## config.mk

```make
export PLATFORM = sky130hd
export DESIGN_NAME = egg_run_sequencer
export DESIGN_NICKNAME = d
export VERILOG_FILES = /design/src/rtl/egg_run_sequencer.sv
export SDC_FILE = /design/constraint.sdc
export NUM_CORES = 1
export LEC_CHECK = 0
export CORE_MARGIN = 8
export CORE_UTILIZATION = 25
export DETAILED_ROUTE_END_ITERATION = 10
export PLACE_DENSITY_LB_ADDON = 0.1
export SLEW_MARGIN = 20
export SYNTH_ARGS = -nofsm -noshare
export SYNTH_HDL_FRONTEND = slang
export SYNTH_SLANG_ARGS = --single-unit
```

## constraint.sdc

```tcl
create_clock -name in_clk -period 2.6 [get_ports in_clk]
set_input_delay 0.52 -clock in_clk [delete_from_list [all_inputs] [get_ports in_clk]]
set_output_delay 0.52 -clock in_clk [all_outputs]
set_load 0.005 [all_outputs]
```

## src/rtl/egg_run_sequencer.sv

```systemverilog
// Run sequencer for the egg-drop CPU: holds configuration, resets the CPU,
// times the run and latches its results for display.
module egg_run_sequencer #(
    parameter int          RST_HOLD       = 8,
    parameter logic [31:0] TIMEOUT_CYCLES = 32'd1_000_000
) (
    input  logic        in_clk,
    input  logic        in_rst,
    input  logic [15:0] in_data,
    input  logic        is_init_floors,
    input  logic        is_init_resistance,
    input  logic        start_btn,
    input  logic        abort_btn,
    input  logic        cpu_halt,
    input  logic [31:0] cpu_attempt_count,
    input  logic [31:0] cpu_broken_count,
    input  logic        cpu_last_broken,
    output logic [15:0] cfg_floors,
    output logic [15:0] cfg_resistance,
    output logic        cpu_rst_n,
    output logic        busy,
    output logic        done,
    output logic        err,
    output logic [1:0]  err_code,
    output logic        last_broken,
    output logic [31:0] run_cycles,
    output logic [31:0] disp_data
);

    typedef enum logic [2:0] {
        ST_IDLE = 3'd0,
        ST_HOLD = 3'd1,
        ST_RUN  = 3'd2,
        ST_DONE = 3'd3,
        ST_ERR  = 3'd4
    } state_t;

    localparam logic [31:0] HOLD_LAST = 32'(RST_HOLD - 1);
    localparam logic [31:0] RUN_LAST  = TIMEOUT_CYCLES - 32'd1;

    state_t      state_r, state_s;
    logic        start_prev_r;
    logic [31:0] hold_cnt_r, hold_cnt_s;
    logic [31:0] run_cnt_r, run_cnt_s;
    logic [15:0] floors_r, floors_s, res_r, res_s;
    logic        floors_vld_r, floors_vld_s, res_vld_r, res_vld_s;
    logic [31:0] attempt_r, attempt_s, broken_r, broken_s;
    logic        last_broken_r, last_broken_s;
    logic [31:0] run_cycles_r, run_cycles_s;
    logic [1:0]  err_code_r, err_code_s;
    logic        busy_r, done_r, err_r, cpu_rst_n_r;
    logic        start_s, load_s;

    assign start_s = start_btn & ~start_prev_r;
    assign load_s  = is_init_floors | is_init_resistance;

    // Next-state, configuration and result capture
    always_comb begin
        state_s       = state_r;
        hold_cnt_s    = hold_cnt_r;
        run_cnt_s     = run_cnt_r;
        floors_s      = floors_r;
        res_s         = res_r;
        floors_vld_s  = floors_vld_r;
        res_vld_s     = res_vld_r;
        attempt_s     = attempt_r;
        broken_s      = broken_r;
        last_broken_s = last_broken_r;
        run_cycles_s  = run_cycles_r;
        err_code_s    = err_code_r;
        case (state_r)
            ST_IDLE, ST_DONE, ST_ERR: begin
                if (load_s) begin
                    if (is_init_floors) begin
                        floors_s     = in_data;
                        floors_vld_s = 1'b1;
                    end else begin
                        res_s     = in_data;
                        res_vld_s = 1'b1;
                    end
                    err_code_s = 2'd0;
                    state_s    = ST_IDLE;
                end else if (start_s && (state_r != ST_ERR)) begin
                    if (!(floors_vld_r && res_vld_r)) begin
                        err_code_s = 2'd1;
                        state_s    = ST_ERR;
                    end else if (floors_r == 16'd0) begin
                        err_code_s = 2'd2;
                        state_s    = ST_ERR;
                    end else begin
                        err_code_s = 2'd0;
                        hold_cnt_s = 32'd0;
                        state_s    = ST_HOLD;
                    end
                end else begin
                    state_s = state_r;
                end
            end
            ST_HOLD: begin
                if (abort_btn) begin
                    state_s = ST_IDLE;
                end else if (hold_cnt_r == HOLD_LAST) begin
                    run_cnt_s = 32'd0;
                    state_s   = ST_RUN;
                end else begin
                    hold_cnt_s = hold_cnt_r + 32'd1;
                end
            end
            ST_RUN: begin
                // abort beats halt, halt beats timeout
                if (abort_btn) begin
                    state_s = ST_IDLE;
                end else if (cpu_halt) begin
                    attempt_s     = cpu_attempt_count;
                    broken_s      = cpu_broken_count;
                    last_broken_s = cpu_last_broken;
                    run_cycles_s  = run_cnt_r + 32'd1;
                    state_s       = ST_DONE;
                end else if (run_cnt_r == RUN_LAST) begin
                    err_code_s = 2'd3;
                    state_s    = ST_ERR;
                end else begin
                    run_cnt_s = run_cnt_r + 32'd1;
                end
            end
            default: begin
                state_s = ST_IDLE;
            end
        endcase
    end

    // State, data and status registers
    always_ff @(posedge in_clk or negedge in_rst) begin
        if (!in_rst) begin
            state_r       <= ST_IDLE;
            start_prev_r  <= 1'b1;
            hold_cnt_r    <= 32'd0;
            run_cnt_r     <= 32'd0;
            floors_r      <= 16'd0;
            res_r         <= 16'd0;
            floors_vld_r  <= 1'b0;
            res_vld_r     <= 1'b0;
            attempt_r     <= 32'd0;
            broken_r      <= 32'd0;
            last_broken_r <= 1'b0;
            run_cycles_r  <= 32'd0;
            err_code_r    <= 2'd0;
            busy_r        <= 1'b0;
            done_r        <= 1'b0;
            err_r         <= 1'b0;
            cpu_rst_n_r   <= 1'b0;
        end else begin
            state_r       <= state_s;
            start_prev_r  <= start_btn;
            hold_cnt_r    <= hold_cnt_s;
            run_cnt_r     <= run_cnt_s;
            floors_r      <= floors_s;
            res_r         <= res_s;
            floors_vld_r  <= floors_vld_s;
            res_vld_r     <= res_vld_s;
            attempt_r     <= attempt_s;
            broken_r      <= broken_s;
            last_broken_r <= last_broken_s;
            run_cycles_r  <= run_cycles_s;
            err_code_r    <= err_code_s;
            busy_r        <= (state_s == ST_HOLD) || (state_s == ST_RUN);
            done_r        <= (state_s == ST_DONE);
            err_r         <= (state_s == ST_ERR);
            cpu_rst_n_r   <= (state_s == ST_RUN);
        end
    end

    assign cfg_floors     = floors_r;
    assign cfg_resistance = res_r;
    assign cpu_rst_n      = cpu_rst_n_r;
    assign busy           = busy_r;
    assign done           = done_r;
    assign err            = err_r;
    assign err_code       = err_code_r;
    assign last_broken    = last_broken_r;
    assign run_cycles     = run_cycles_r;
    assign disp_data      = (state_r == ST_DONE) ? {attempt_r[15:0], broken_r[15:0]}
                                                 : {floors_r, res_r};

endmodule

```

# Yosys cells after proc, flatten, opt, wreduce, memory -nomap -nowiden
# Index checks and enable logic that the tools add are counted.
# totals
regBits,173
wordCells,94
output_inout_bits,103
in_bits,88
# op_classes
n_mux,32
n_eq_ne,23
n_addsub,2
bitwise,5
n_reduce_logical,15
# op_table
op,count
$mux W32,12
$pmux W32 S2,2
$add A32 B1 Y32 const B,2
$eq A32 B20 Y1 const B,1
$eq A32 B3 Y1 const B,1
$mux W3,9
$ne A2 B2 Y1 const B,11
$logic_not A16 Y1,1
$mux W2,7
$eq A3 B2 Y1 const B,4
$pmux W3 S3,1
$reduce_and A3 Y1,3
$reduce_and A7 Y1,1
$eq A3 B1 Y1 const B,2
$eq A3 B3 Y1 const B,2
$ne A3 B3 Y1 const B,2
$reduce_and A6 Y1,1
$reduce_bool A2 Y1,3
$reduce_and A5 Y1,1
$pmux W2 S2,1
$logic_not A3 Y1,1
$not A1 Y1,3
$reduce_or A3 Y1,1
$logic_and A1 B1 Y1,2
3 further kinds,3

# Logic depth before layout (Yosys ltp)
# Gate-level depths: netlist of run 1.
# logic_depth
ltp_word,8
mapped_depth,10

# Worst setup path after synthesis of run 1
# Ideal clock, no wire load.
# synth_path
path_type,reg-to-reg
start,register run_cnt_r[0]
end,register run_cnt_r[30]
stages_incl_launch_ff,8
t_arrival_ps,2192
n_path_buf,0
synth_period_minus_slack_ps,2320
t_required_ps,2473
slack_ps,280
cell_sequence,dfrtp_1 ha_1 nand3_1 nand4bb_1 or4_4 a211oi_4 nor3_2 mux2_1
# synth_via
elab_chain_len,5
word_cells_on_any_way,8
# synth_lines
element,line_no,text
from (decl),44,"logic [31:0] run_cnt_r, run_cnt_s;"
from (signal assigned),156,run_cnt_r <= run_cnt_s;
$add A32 B1 Y32,123,run_cnt_s = run_cnt_r + 32'd1;
$mux W32,119,end else if (run_cnt_r == RUN_LAST) begin
$mux W32,113,end else if (cpu_halt) begin
$mux W32,111,if (abort_btn) begin
$pmux W32 S2,71,case (state_r)
# Parallel ways exist; a longest one is shown, timed or not. The select of a mux whose other input is x is not followed.
# A chain may end at the register's enable or synchronous reset.

# Worst setup path in the final report of run 1
# layout_path
start,register state_r[0]
end,output port disp_data[24]
# layout_via
elab_chain_len,2
# layout_lines
element,line_no,text
from (decl),41,"state_t state_r, state_s;"
from (signal assigned),153,state_r <= state_s;
$eq A3 B2 Y1,182,"assign disp_data = (state_r == ST_DONE) ? {attempt_r[15:0], broken_r[15:0]}"
$mux W32,182,
to (decl),27,output logic [31:0] disp_data
# Every way passes these cells.

==> flow_metrics.tcl, run 1 <==
set metrics [dict create \
    p_leak_nw 5.34 \
    nets 1230 \
    hpwl_um 20700 \
    synth-seq-cells 173 \
    clkTransAtPathRegs_ns 0.07 \
    drtPass1Iterations 4 \
    ios 191 \
    synth_area_leaders "dfrtp_1 (50%), mux2_2 (8.6%), nand2_1 (7.8%)" \
    stdcell_count 1608 \
    wl_per_cell_um 18.6 \
    yosysWarnings 0 \
    drv_slew 0 \
    crit_path_top_delay_cell "dfrtp_1" \
    numCtsBuffers 17 \
    critical_path_buf_inv_count 5 \
    pwr-share-comb 0.184 \
    drt_iter0_drc 438 \
    route.antenna.remaining_nets 0 \
    crit_family "buffers and inverters" \
    drcViolationCount 0 \
    routed_wl_um 29900 \
    avgSynthCellArea_um2 9.56 \
    cts_hold_buffers 0 \
    ys_async_sr_fraction 1.00 \
    grt_pass1_wl_um 47100 \
    timing.fmax_mhz 397 \
    end_kind "output port" \
    max_slew_margin 0.542 \
    netlist_instances 909 \
    cts_tree "done" \
    fin_crit_sh 0.970 \
    layout_min_cycle_time_ns 2.52 \
    critical_path_class "reg -> out" \
    swShare 0.284 \
    synth_flop_cell "dfrtp_1" \
    start_util 0.253 \
    clock_sinks 173 \
    grt_pass1_vias 7763 \
    io_buffers 158 \
    finalWeightedCongestion 0.798 \
    drv_cap 0 \
    post-place-ws_ns -0.184 \
    drive_above_1_share 0.207 \
    ir_worst_vdd_v 0.000473 \
    num_vias 7512 \
    die_area_um2 41000 \
    track_usage 0.148 \
    rows 68 \
    intPower_w 0.00504 \
    die_w_um 202 \
    synth_edf_count 0 \
    area_growth_pct 41.1 \
    clk-insertion-delay-late_ns 0.45 \
    cts-root-buf "clkbuf_16" \
    cts_buffer_depth 2 \
    coreArea_um2 34400 \
    holdWs_ns 0.0836 \
    worst_pin_slew_ns 0.682 \
    rsz0062_at_grt "false" \
    via_per_inst 4.67 \
    cp_cell_sequence "buf_4, and3b_2, buf_12, buf_16, buf_4, nand2_1, nand2_1, dlygate4sd2_1" \
    p_switching_w 0.00200 \
    synth.cell_area_um2 8690 \
    cp_max_fo 11 \
    clock_skew_ns 0.0159 \
    placed_area_um2 11400 \
    syn_nets 999 \
    overflow 0 \
    htreeDepth 4 \
    finalHoldViolations 0 \
    setup_viol 0 \
    ys_seq_area_frac 0.498 \
    outcome "completed" \
    hold_path_class "in -> async" \
    final_cell_area_um2 12300 \
    power_density_nw_per_um2 574 \
    grt_max_degree 98 \
    grt_antenna_before_repair 2 \
    required_ns 2.08 \
    arrival_ns 2.00 \
    seqPwrFrac 0.450 \
    yosysTopAreaCell "dfrtp_1" \
    numPlacedInstances 1560 \
    synth.distinct_cells 60 \
    synth_top_area_frac 0.495 \
    setup.worst_path.start_class "flip-flop" \
    fin_ws_ns 0.0793 \
    clockPowerShare 0.365 \
    slowest_delay_ns 0.39 \
    die_h_um 202 \
]
## path summary, 6_finish.rpt
| path | startpoint | end | slack, ns | cells past startpoint |
|---|---|---|---|---|
| min | in_rst | attempt_r[11]$_DFFE_PN0P_ | 0.08 | 1 |
| min in group in_clk | run_cycles[31]$_DFFE_PN0P_ | run_cycles[31]$_DFFE_PN0P_ | 0.48 | 2 |
| max | state_r[0]$_DFF_PN0_ | disp_data[24] | 0.08 | 8 |
| max reg2reg | hold_cnt_r[1]$_DFFE_PN0P_ | run_cnt_r[26]$_DFFE_PN0P_ | 0.19 | 8 |
| min reg2reg | run_cycles[31]$_DFFE_PN0P_ | run_cycles[31]$_DFFE_PN0P_ | 0.48 | 2 |
| max in group asynchronous | in_rst | run_cnt_r[3]$_DFFE_PN0P_ | 1.81 | 2 |
## cell families after synthesis
| group | after synthesis | synth area share |
|---|---|---|
| simple gates | 382 | 0.214 |
| compound gates | 181 | 0.132 |
| flops | 173 | 0.498 |
| buf+inv | 72 | 0.0340 |
| mux | 69 | 0.0891 |
| xor+xnor | 30 | 0.0302 |
| fa+ha+maj | 2 | 0.00288 |
## layout make-up
| type | count | area [um2] |
|---|---|---|
| tap | 455 | 569 |
| inverter | 10 | 37.5 |
| multi-input combinational | 664 | 4150 |
| sequential | 173 | 4330 |
| clock buffer | 18 | 429 |
| fill | 3573 | 22100 |
| timing repair buffer | 274 | 2620 |
| clock inverter | 13 | 130 |
| antenna | 1 | 2.50 |
## routing by layer
layer	vias up	track usage	part of all wire
met5	-	0	0.00043
met4	2	0.0332	0.0074
met3	9	0.0421	0.043
met2	118	0.229	0.46
met1	3660	0.202	0.48
li1	3723	-	-
## flip-flops by register name (all words and copies together), names as in the netlist, 2 cells and up
register	cells
cfg_resistance	16
run_cnt_r	32
hold_cnt_r	32
broken_r	16
state_r	3
err_code	2
attempt_r	16
cfg_floors	16
run_cycles	32
## power by group through the flow
stage	clock [W]	sequential, W	combinational (W)
after global placement	0	0.00322	0.00135
final	0.00257	0.00317	0.00130
after detailed placement	0	0.00322	0.00135
after floorplan	0	0.00317	0.000494
after CTS	0.00267	0.00317	0.00133
after global routing	0.00278	0.00321	0.00143
## metrics by stage
step / total power [W] / utilization / TNS, ns
6_report: 0.00704 / 0.357 / 0
5_1_grt: 0.00742 / 0.357 / 0
4_1_cts: 0.00717 / 0.353 / 0
3_5_place_dp: 0.00457 / 0.333 / -1.72
3_3_place_gp: 0.00457 / 0.333 / -3.42
2_1_floorplan: 0.00366 / - / 0
## synthesized netlist by cell type, types with 5 or more instances
| master | n |
|---|---|
| buf_2 | 12 |
| a31oi_1 | 19 |
| xor2_1 | 14 |
| clkbuf_1 | 47 |
| and3_1 | 10 |
| xnor2_1 | 16 |
| nand3_1 | 42 |
| and2_1 | 6 |
| nor4_1 | 25 |
| a41oi_1 | 5 |
| mux2_2 | 66 |
| dfrtp_1 | 172 |
| o22a_1 | 9 |
| nand2_1 | 180 |
| nor2_1 | 40 |
| a21oi_1 | 21 |
| o31ai_1 | 12 |
| nor3_1 | 16 |
| and4_1 | 8 |
| nand2b_1 | 6 |
| nand4_1 | 19 |
| o21ai_0 | 77 |
| inv_1 | 9 |
| o41ai_1 | 14 |
## cell usage in the layout (no fill, tap or decap), types with 18 or more instances in the layout
| cell | Yosys | layout |
|---|---|---|
| clkdlybuf4s50_1 | 0 | 125 |
| buf_4 | 0 | 103 |
| mux2_2 | 66 | 66 |
| nand2_1 | 180 | 179 |
| nor4_1 | 25 | 21 |
| dfrtp_1 | 172 | 170 |
| nand4_1 | 19 | 19 |
| a31oi_1 | 19 | 19 |
| nand3_1 | 42 | 42 |
| nor2_1 | 40 | 39 |
| a21oi_1 | 21 | 21 |
| dlygate4sd2_1 | 0 | 18 |
| o21ai_0 | 77 | 77 |
## what timing repair did
item                       in CTS  in global routing
buffers inserted                9                  5
cloned                          2                  0
hold endpoints to repair        0                  0
setup endpoints to repair      32                 51
resized for setup              25                 27
pin swaps                       0                  3
No activity file was read; power rests on OpenSTA's default activity.
==> run 2: changes to the inputs <==
ABC_AREA = 1   (was default)
==> run 2 against run 1 <==
Against the previous run: sequential share of layout area decreased by 0.16 points; die area grew 7.4%; sequential power down 3%; worst setup slack better by 0.0073 ns; fmax up 0.29%; critical path type unchanged; critical endpoint is now disp_data[18].
==> flow_metrics.tcl, run 2 <==
set metrics [dict create \
    outcome "completed" \
    hold_path_class "in -> async" \
    clk-insertion-delay-late_ns 0.44 \
    fin_crit_sh 0.967 \
    netlist_top_cells_count "nand2_1 (529), nor2_1 (185), dfrtp_1 (172)" \
    overflow 0 \
    grt_antenna_before_repair 3 \
    num_vias 8622 \
    clock_sinks 173 \
    drv_cap 0 \
    drt_iter0_drc 579 \
    worst_pin_slew_ns 0.577 \
    fin_util 0.330 \
    clock_skew_ns 0.0142 \
    synth-seq-cells 173 \
    ys_seq_area_frac 0.461 \
    grt_pass1_wl_um 51100 \
    yosys.area_share.simple 0.347 \
    final_common_cell "nand2_1" \
    netlist_instances 1302 \
    ios 191 \
    n_antenna_cell 0 \
    slowest_delay_ns 0.46 \
    die_h_um 210 \
    yosysWarnings 0 \
    start_util 0.252 \
    end_kind "output port" \
    synth_edf_count 0 \
    setup_tns_ns 0 \
    die_area_um2 44000 \
    hpwl_um 23800 \
    clkTransAtPathRegs_ns 0.06 \
    finalWeightedCongestion 0.868 \
    cp_max_fo 5 \
    setup_viol 0 \
    timing.fmax_mhz 398 \
    synth_top_family_by_area "simple AND/OR/NAND/NOR gates" \
    numPlacedInstances 1913 \
    p_leak_nw 5.58 \
    required_ns 2.08 \
    holdWs_ns 0.0378 \
    synthMuxAreaShare 0.0384 \
    track_usage 0.149 \
    stdcell_count 1954 \
    critical_path_buf_inv_count 3 \
    ir_worst_vdd_v 0.000378 \
    htreeDepth 4 \
    synthAdderAreaFrac 0.00266 \
    synth_top_area_frac 0.458 \
    coreArea_um2 37300 \
    layout_common_cells "nand2_1 (528), nor2_1 (185), dfrtp_1 (171)" \
    layout_min_cycle_time_ns 2.51 \
    ys_async_sr_fraction 1.00 \
    drive_above_1_share 0.0797 \
    numCtsBuffers 17 \
    area_growth_pct 31.2 \
    crit_path_top_delay_cell "clkdlybuf4s50_1" \
    drv_slew 0 \
    arrival_ns 1.99 \
    cts_buffer_depth 2 \
    max_slew_margin 0.612 \
    yosysMostFrequentCell "nand2_1" \
    finalHoldViolations 0 \
    routed_wl_um 32100 \
    drtPass1Iterations 5 \
    avgSynthCellArea_um2 7.22 \
    drcViolationCount 0 \
    die_w_um 210 \
    nets 1558 \
    synth_area_leaders "dfrtp_1 (46%), nand2_1 (21%), nor2_1 (7.4%)" \
    synth.distinct_cells 34 \
    synth_compound_area_frac 0.0666 \
    route.antenna.remaining_nets 0 \
    rsz0062_at_grt "false" \
    via_per_inst 4.41 \
    power_density_nw_per_um2 559 \
    yosysTopAreaCell "dfrtp_1" \
    wl_per_cell_um 16.4 \
    synth.cell_area_um2 9390 \
    io_buffers 158 \
    cts-root-buf "clkbuf_16" \
    setup.worst_path.start_class "flip-flop" \
    synth_flop_cell "dfrtp_1" \
    cp_cell_sequence "inv_2, nor2_4, nand2_4, buf_12, mux2_2, clkdlybuf4s50_1" \
    synthXorXnorAreaFrac 0.0196 \
    rows 71 \
    syn_nets 1392 \
    grt_pass1_vias 8706 \
    cts_tree "done" \
    grt_max_degree 46 \
    critical_path_class "reg -> out" \
    crit_family "buffers and inverters" \
]
## run 2: cell types whose count changed after synthesis, moves of 25 or more
cell,before,now
o21ai_0,77,22
nor2_1,40,185
inv_1,9,89
nor4_1,25,0
clkbuf_1,47,10
mux2_2,66,32
o21ai_1,2,55
nand2_1,180,529
## run 2: through the flow
step	setup WS [ns]	area [um2]	total power [W]
after floorplan	0.702	9390	0.00349
after global placement	0.240	11600	0.00432
after detailed placement	0.197	11600	0.00431
after CTS	-0.00968	12300	0.00703
after global routing	0.00933	12300	0.00724
final	0.0866	12300	0.00689
## run 2: cells by family after synthesis
| group | count (synthesis) |
|---|---|
| AO/OA/AOI/OAI | 119 |
| XOR/XNOR | 21 |
| adder cells (fa/ha/maj) | 2 |
| buffers and inverters | 139 |
| flip-flops | 173 |
| multiplexers | 32 |
| AND/OR/NAND/NOR | 816 |
## run 2: layout make-up
class	instances	area, um2
fill	4054	25000
multi-input combinational	990	4470
sequential	173	4330
timing repair buffer	187	1960
tap	474	593
clock buffer	21	470
inverter	99	372
clock inverter	10	126
## run 2: per-layer routing
metal  GRT usage  vias up  routed length, um
met5           0        -                 31
met4      0.0282        6                239
met3      0.0534       21               2240
met2       0.231      165              14400
met1       0.197     4004              15200
li1            -     4426                  -
## run 2: worst reg2reg max path: stages, from the launching register on
cell and delay (ns):
dfrtp_1 0.43, ha_1 0.31, nand3_2 0.20, inv_2 0.13, nand2_1 0.17, nor2_1 0.34
xor2_1 0.26, nor2_1 0.06, nand2_1 0.08, nand2_1 0.05
## run 2: path summary, 6_finish.rpt
kind / to / cells past startpoint / startpoint / slack, ns
max: disp_data[18] / 6 / state_r[0]$_DFF_PN0_ / 0.09
min: hold_cnt_r[22]$_DFFE_PN0P_ / 1 / in_rst / 0.04
max reg2reg: run_cnt_r[10]$_DFFE_PN0P_ / 9 / run_cnt_r[0]$_DFFE_PN0P_ / 0.47
min reg2reg: broken_r[4]$_DFFE_PN0P_ / 2 / broken_r[4]$_DFFE_PN0P_ / 0.47
max in group asynchronous: start_prev_r$_DFF_PN1_ / 2 / in_rst / 1.89
min in group in_clk: broken_r[4]$_DFFE_PN0P_ / 2 / broken_r[4]$_DFFE_PN0P_ / 0.47
## run 2: where the power goes
part / internal [W] / switching, W
logic: 0.000617 / 0.000496
registers: 0.00289 / 0.000184
clock network: 0.00151 / 0.00119
total: 0.00502 / 0.00187
## run 2: repair_timing
item                                   CTS  global route
gates cloned                             2             0
setup endpoints to repair               32            10
endpoints found under the hold margin    0             0
buffers inserted                         5             3
hold buffers                             0             0
gates resized for setup                 27             7
==> run 3: changes to the inputs <==
CORE_MARGIN = default   (was 8)
clock period = 2.9 ns   (was 2.6 ns; I/O delays follow)
==> run 3 against run 2 <==
Against the previous run: worst setup slack better by 0.074 ns; highest routed layer is now met4; power down 11%; design area fell by 1.3%; register-to-register slack gained 0.28 ns; sequential power is 10% lower; first-iteration DRC count down 32%; combinational power fell by 9%; die area is 13% lower; cell count down 0.92%; via count decreased by 0.82%; clock skew increased by 0.0029 ns; clock power fell by 12%.
==> flow_metrics.tcl, run 3 (synthesis gave the netlist of run 2 again) <==
set metrics [dict create \
    outcome "completed" \
    grt_max_degree 73 \
    drv_cap 0 \
    clkTransAtPathRegs_ns 0.07 \
    cts_hold_buffers 0 \
    cts-root-buf "clkbuf_16" \
    rsz0062_at_grt "false" \
    p_leak_nw 5.36 \
    start_util 0.255 \
    grt_use_met3 0.0521 \
    power_w 0.00616 \
    io_buffers 158 \
    drtPass1Iterations 5 \
    rr_startpoint "hold_cnt_r[0]$_DFFE_PN0P_" \
    worst_pin_slew_ns 0.625 \
    cts_resized 0 \
    hold_path_class "in -> async" \
    via_per_inst 4.42 \
    timing.fmax_mhz 365 \
    cp_max_fo 16 \
    drt_iter0_drc 391 \
    final_common_cell "nand2_1" \
    critical_path_class "reg -> out" \
    finalHoldViolations 0 \
    finalWeightedCongestion 0.883 \
    wl_per_cell_um 16.1 \
    area_growth_pct 29.4 \
    htreeDepth 4 \
    fin_crit_sh 0.944 \
    busiest_layer "met2" \
    cts_setup_buffers 0 \
    rr_worst_depth 9 \
    overflow 0 \
    routed_wl_um 31300 \
    layout_common_cells "nand2_1 (528), nor2_1 (185), dfrtp_1 (172)" \
    setup_tns_ns 0 \
    clock_skew_ns 0.0171 \
    nets 1546 \
    track_usage 0.166 \
    clock_sinks 173 \
    num_vias 8551 \
    setup.worst_path.start_class "flip-flop" \
    holdWs_ns 0.0875 \
    coreArea_um2 36800 \
    die_area_um2 38400 \
    arrival_ns 2.16 \
    use_met1 0.231 \
    layout_min_cycle_time_ns 2.74 \
    ir_worst_vdd_v 0.000356 \
    die_h_um 196 \
    r2r_end "hold_cnt_r[16]$_DFFE_PN0P_" \
    route.antenna.remaining_nets 0 \
    drive_above_1_share 0.0715 \
    drv_slew 0 \
    numCtsBuffers 17 \
    ios 191 \
    cts_buffer_depth 2 \
    drcViolationCount 0 \
    fin_util 0.330 \
    hpwl_um 22500 \
    grt_pass1_vias 8433 \
    setup_viol 0 \
    use_met2 0.251 \
    power_density_nw_per_um2 506 \
    clk-insertion-delay-late_ns 0.45 \
    rows 70 \
    required_ns 2.32 \
    n_antenna_cell 0 \
    grt_antenna_before_repair 0 \
    max_slew_margin 0.583 \
    grt_pass1_wl_um 49100 \
    die_w_um 196 \
    r2r_slack_ns 0.75 \
    end_kind "output port" \
    cts_tree "done" \
]
## run 3: changes by cell type in the layout (fill, tap and decap cells not counted), sizes merged
cell | before | now
inv | 104 | 103
clkbuf | 22 | 23
clkdlybuf4s50 | 128 | 157
dlymetal6s2s | 7 | 0
buf | 29 | 15
dlygate4sd2 | 22 | 0
clkinv | 1 | 3
## run 3: per-layer routing
metal,wire [um],part of all wire,vias to the layer above
li1,-,-,4406
met1,15300,0.49,3939
met2,13600,0.43,182
met3,2030,0.065,24
met5,0,0,-
met4,310,0.0099,0
## run 3: final cells by class
cell class                 count  area [um2]
sequential                   173        4330
multi-input combinational    990        4470
clock inverter                11         131
timing repair buffer         175        1810
fill                        3993       24600
clock buffer                  20         457
inverter                      99         372
tap                          468         586
## run 3: worst max path at each step
stage	slack, ns	cells after the start	to	from
5_1_grt	0.06	6	disp_data[10]	state_r[0]$_DFF_PN0_
6_report	0.16	6	disp_data[24]	state_r[0]$_DFF_PN0_
2_1_floorplan	0.94	5	disp_data[10]	state_r[0]$_DFF_PN0_
4_1_cts	0.07	6	disp_data[11]	state_r[0]$_DFF_PN0_
3_5_place_dp	0.45	11	hold_cnt_r[21]$_DFFE_PN0P_	start_btn
3_3_place_gp	0.48	11	hold_cnt_r[31]$_DFFE_PN0P_	start_btn
## run 3: through the flow
| stage | instances | cell area, um2 | setup slack (ns) |
|---|---|---|---|
| detailed placement | 1903 | 11500 | 0.455 |
| global route | 1936 | 12200 | 0.0577 |
| floorplan | 1302 | 9390 | 0.942 |
| finish | 1936 | 12200 | 0.161 |
| CTS | 1934 | 12100 | 0.0651 |
| global placement | 1903 | 11500 | 0.475 |
## run 3: where the power goes
group | internal [W] | switching (W)
registers | 0.00259 | 0.000171
logic | 0.000580 | 0.000429
clock network | 0.00132 | 0.00106
total | 0.00450 | 0.00166
## run 3: worst max-delay path, stage by stage (launching register included)
cell and delay, ns:
dfrtp_1 0.43, inv_2 0.09, nor2_4 0.05, nand2_4 0.12, clkbuf_16 0.22, mux2_2 0.34
clkdlybuf4s50_1 0.46
==> variant, RTL diff (flow settings as in run 1) <==
Compare `run_cnt_r` against `RUN_LAST` with >= in place of ==.
--- a/src/rtl/egg_run_sequencer.sv
+++ b/src/rtl/egg_run_sequencer.sv
@@ -118,3 +118,3 @@
                     state_s       = ST_DONE;
-                end else if (run_cnt_r == RUN_LAST) begin
+                end else if (run_cnt_r >= RUN_LAST) begin
                     err_code_s = 2'd3;
Check against the original RTL: no difference found for any inputs over 4 cycles, from zero or initial values and one cycle with in_rst low; that may be too few to reach the edited logic, so the function may still have changed.
==> variant against run 1 <==
The flow now finishes with violations (negative hold slack); synthesized area decreased by 1.2%; design area decreased by 4.6%; via count decreased by 4.7%; fmax increased by 4.2%; clock skew decreased by 0.0023 ns; worst setup slack improved by 0.10 ns; total power decreased by 8.1%; clock power increased by 5%; wire length decreased by 8.7%; sequential cell count unchanged; critical path type is now flop to flop.
==> variant: results (changes against run 1) <==
[worst_setup_path]
worstPathArrival_ns = 2.74  ; +0.74 ns
path_delay_family = simple AND/OR/NAND/NOR gates
crit_reg_reg_endpoint = run_cnt_r[15]
cp-endpoint = run_cnt_r[15]
crit_fanout = 12  ; +1

[timing]
holdWs_ns = -0.001673  ; -0.08526 ns
timing.final.hold_violations = 1  ; +1
min_period_over_period_pct = 93.03  ; -3.9 points
finClkSkew_ns = 0.01360  ; -0.002303 ns
worst_pin_slew_ns = 0.5492  ; -0.1328 ns

[pwr]
p_seq_share_pct = 45.4  ; +0.4 points
switchingPower_mw = 1.610  ; -19%
leakage_nw = 5.023  ; -6.0%
clock_net_power_mw = 2.70  ; +5%
ir_drop_uv = 453.5  ; -4.1%

[drt]
met2_wirelength_microns = 12540  ; -9.6%
highest-signal-layer = met4
average_via_count_per_standard_cell = 4.647  ; -0.53%
wirelength_met1_microns = 13700  ; -5.5%
detailroute.wirelength.met3_microns = 767  ; -41%

[global_route]
met1_track_demand_over_resource_pct = 19.11  ; -1.1 points
grt_use_total_pct = 13.71  ; -1.1 points
grt.met3_usage_pct = 2.589  ; -1.6 points
global_route.usage.met2_pct = 21.46  ; -1.4 points
antenna_found_initial = 0  ; -2
grt_first_pass_wirelength_microns = 44340  ; -5.9%

[synth]
syn_inst = 886  ; -2.5%
synth.mux.area_fraction_pct = 8.760  ; -0.15 points
synth_xor_xnor_area_share_pct = 2.959  ; -0.064 points
synth.area.top_cells = sky130_fd_sc_hd__dfrtp_1 (50%), sky130_fd_sc_hd__mux2_2 (8.5%), sky130_fd_sc_hd__nand2_1 (7.7%)
synth.distinct_cells = 58  ; -3.3%
post_synthesis_adder_cell_area_fraction_pct = 0.2915  ; +0.0036 points
compound_gate_portion_of_the_synthesized_area_pct = 13.35  ; +0.17 points
synth.yosys.seq_area_share_pct = 50.44  ; +0.62 points

[place]
placement.cell_area_sq_mm = 0.01106  ; -3.3%
hpwlAfterDp_microns = 19140  ; -7.6%
preCtsSetupSlack_ns = -0.03566  ; +0.1483 ns
gp_congestion = 0.7574  ; -5.1%

[finish]
register_area_sq_mm = 0.004330  ; about the same
drive_gt1_share_pct = 16.68  ; -4.1 points
layoutNonFillerInstCount = 1540  ; -4.2%
share_of_cell_area_taken_by_multi_input_logic_gates_pct = 33.81  ; about the same
multiInputGateArea_sq_mm = 0.003955  ; -4.7%
nonClkBufAreaFrac_pct = 18.59  ; -2.7 points
antenna_cells = 0  ; -1
non_clk_bufs = 227  ; -17%

[status]
failed_checks = negative hold slack
run_status = finished, violations left

variant: cell types whose count changed in the layout (fill, tap and decap cells not counted), moves of 8 or more:
cell and change:
sky130_fd_sc_hd__buf_4 -43, sky130_fd_sc_hd__a22o_1 +17, sky130_fd_sc_hd__dlygate4sd2_1 +14, sky130_fd_sc_hd__dlymetal6s2s_1 -13
sky130_fd_sc_hd__nand3_1 -12, sky130_fd_sc_hd__a31oi_1 -11, sky130_fd_sc_hd__and2_1 +10, sky130_fd_sc_hd__o21ai_0 -9
sky130_fd_sc_hd__o211ai_1 +8, sky130_fd_sc_hd__o22a_1 -8
variant: cell families (layout without fill, tap and decap cells):
kind of cell,Yosys count,after routing
and+or+nand+nor,367,367
muxes,67,67
adders and majority gates,2,2
buffers and inverters,76,275
DFF,173,173
xor gates and xnor gates,29,29
AOI/OAI and AO/OA,172,172
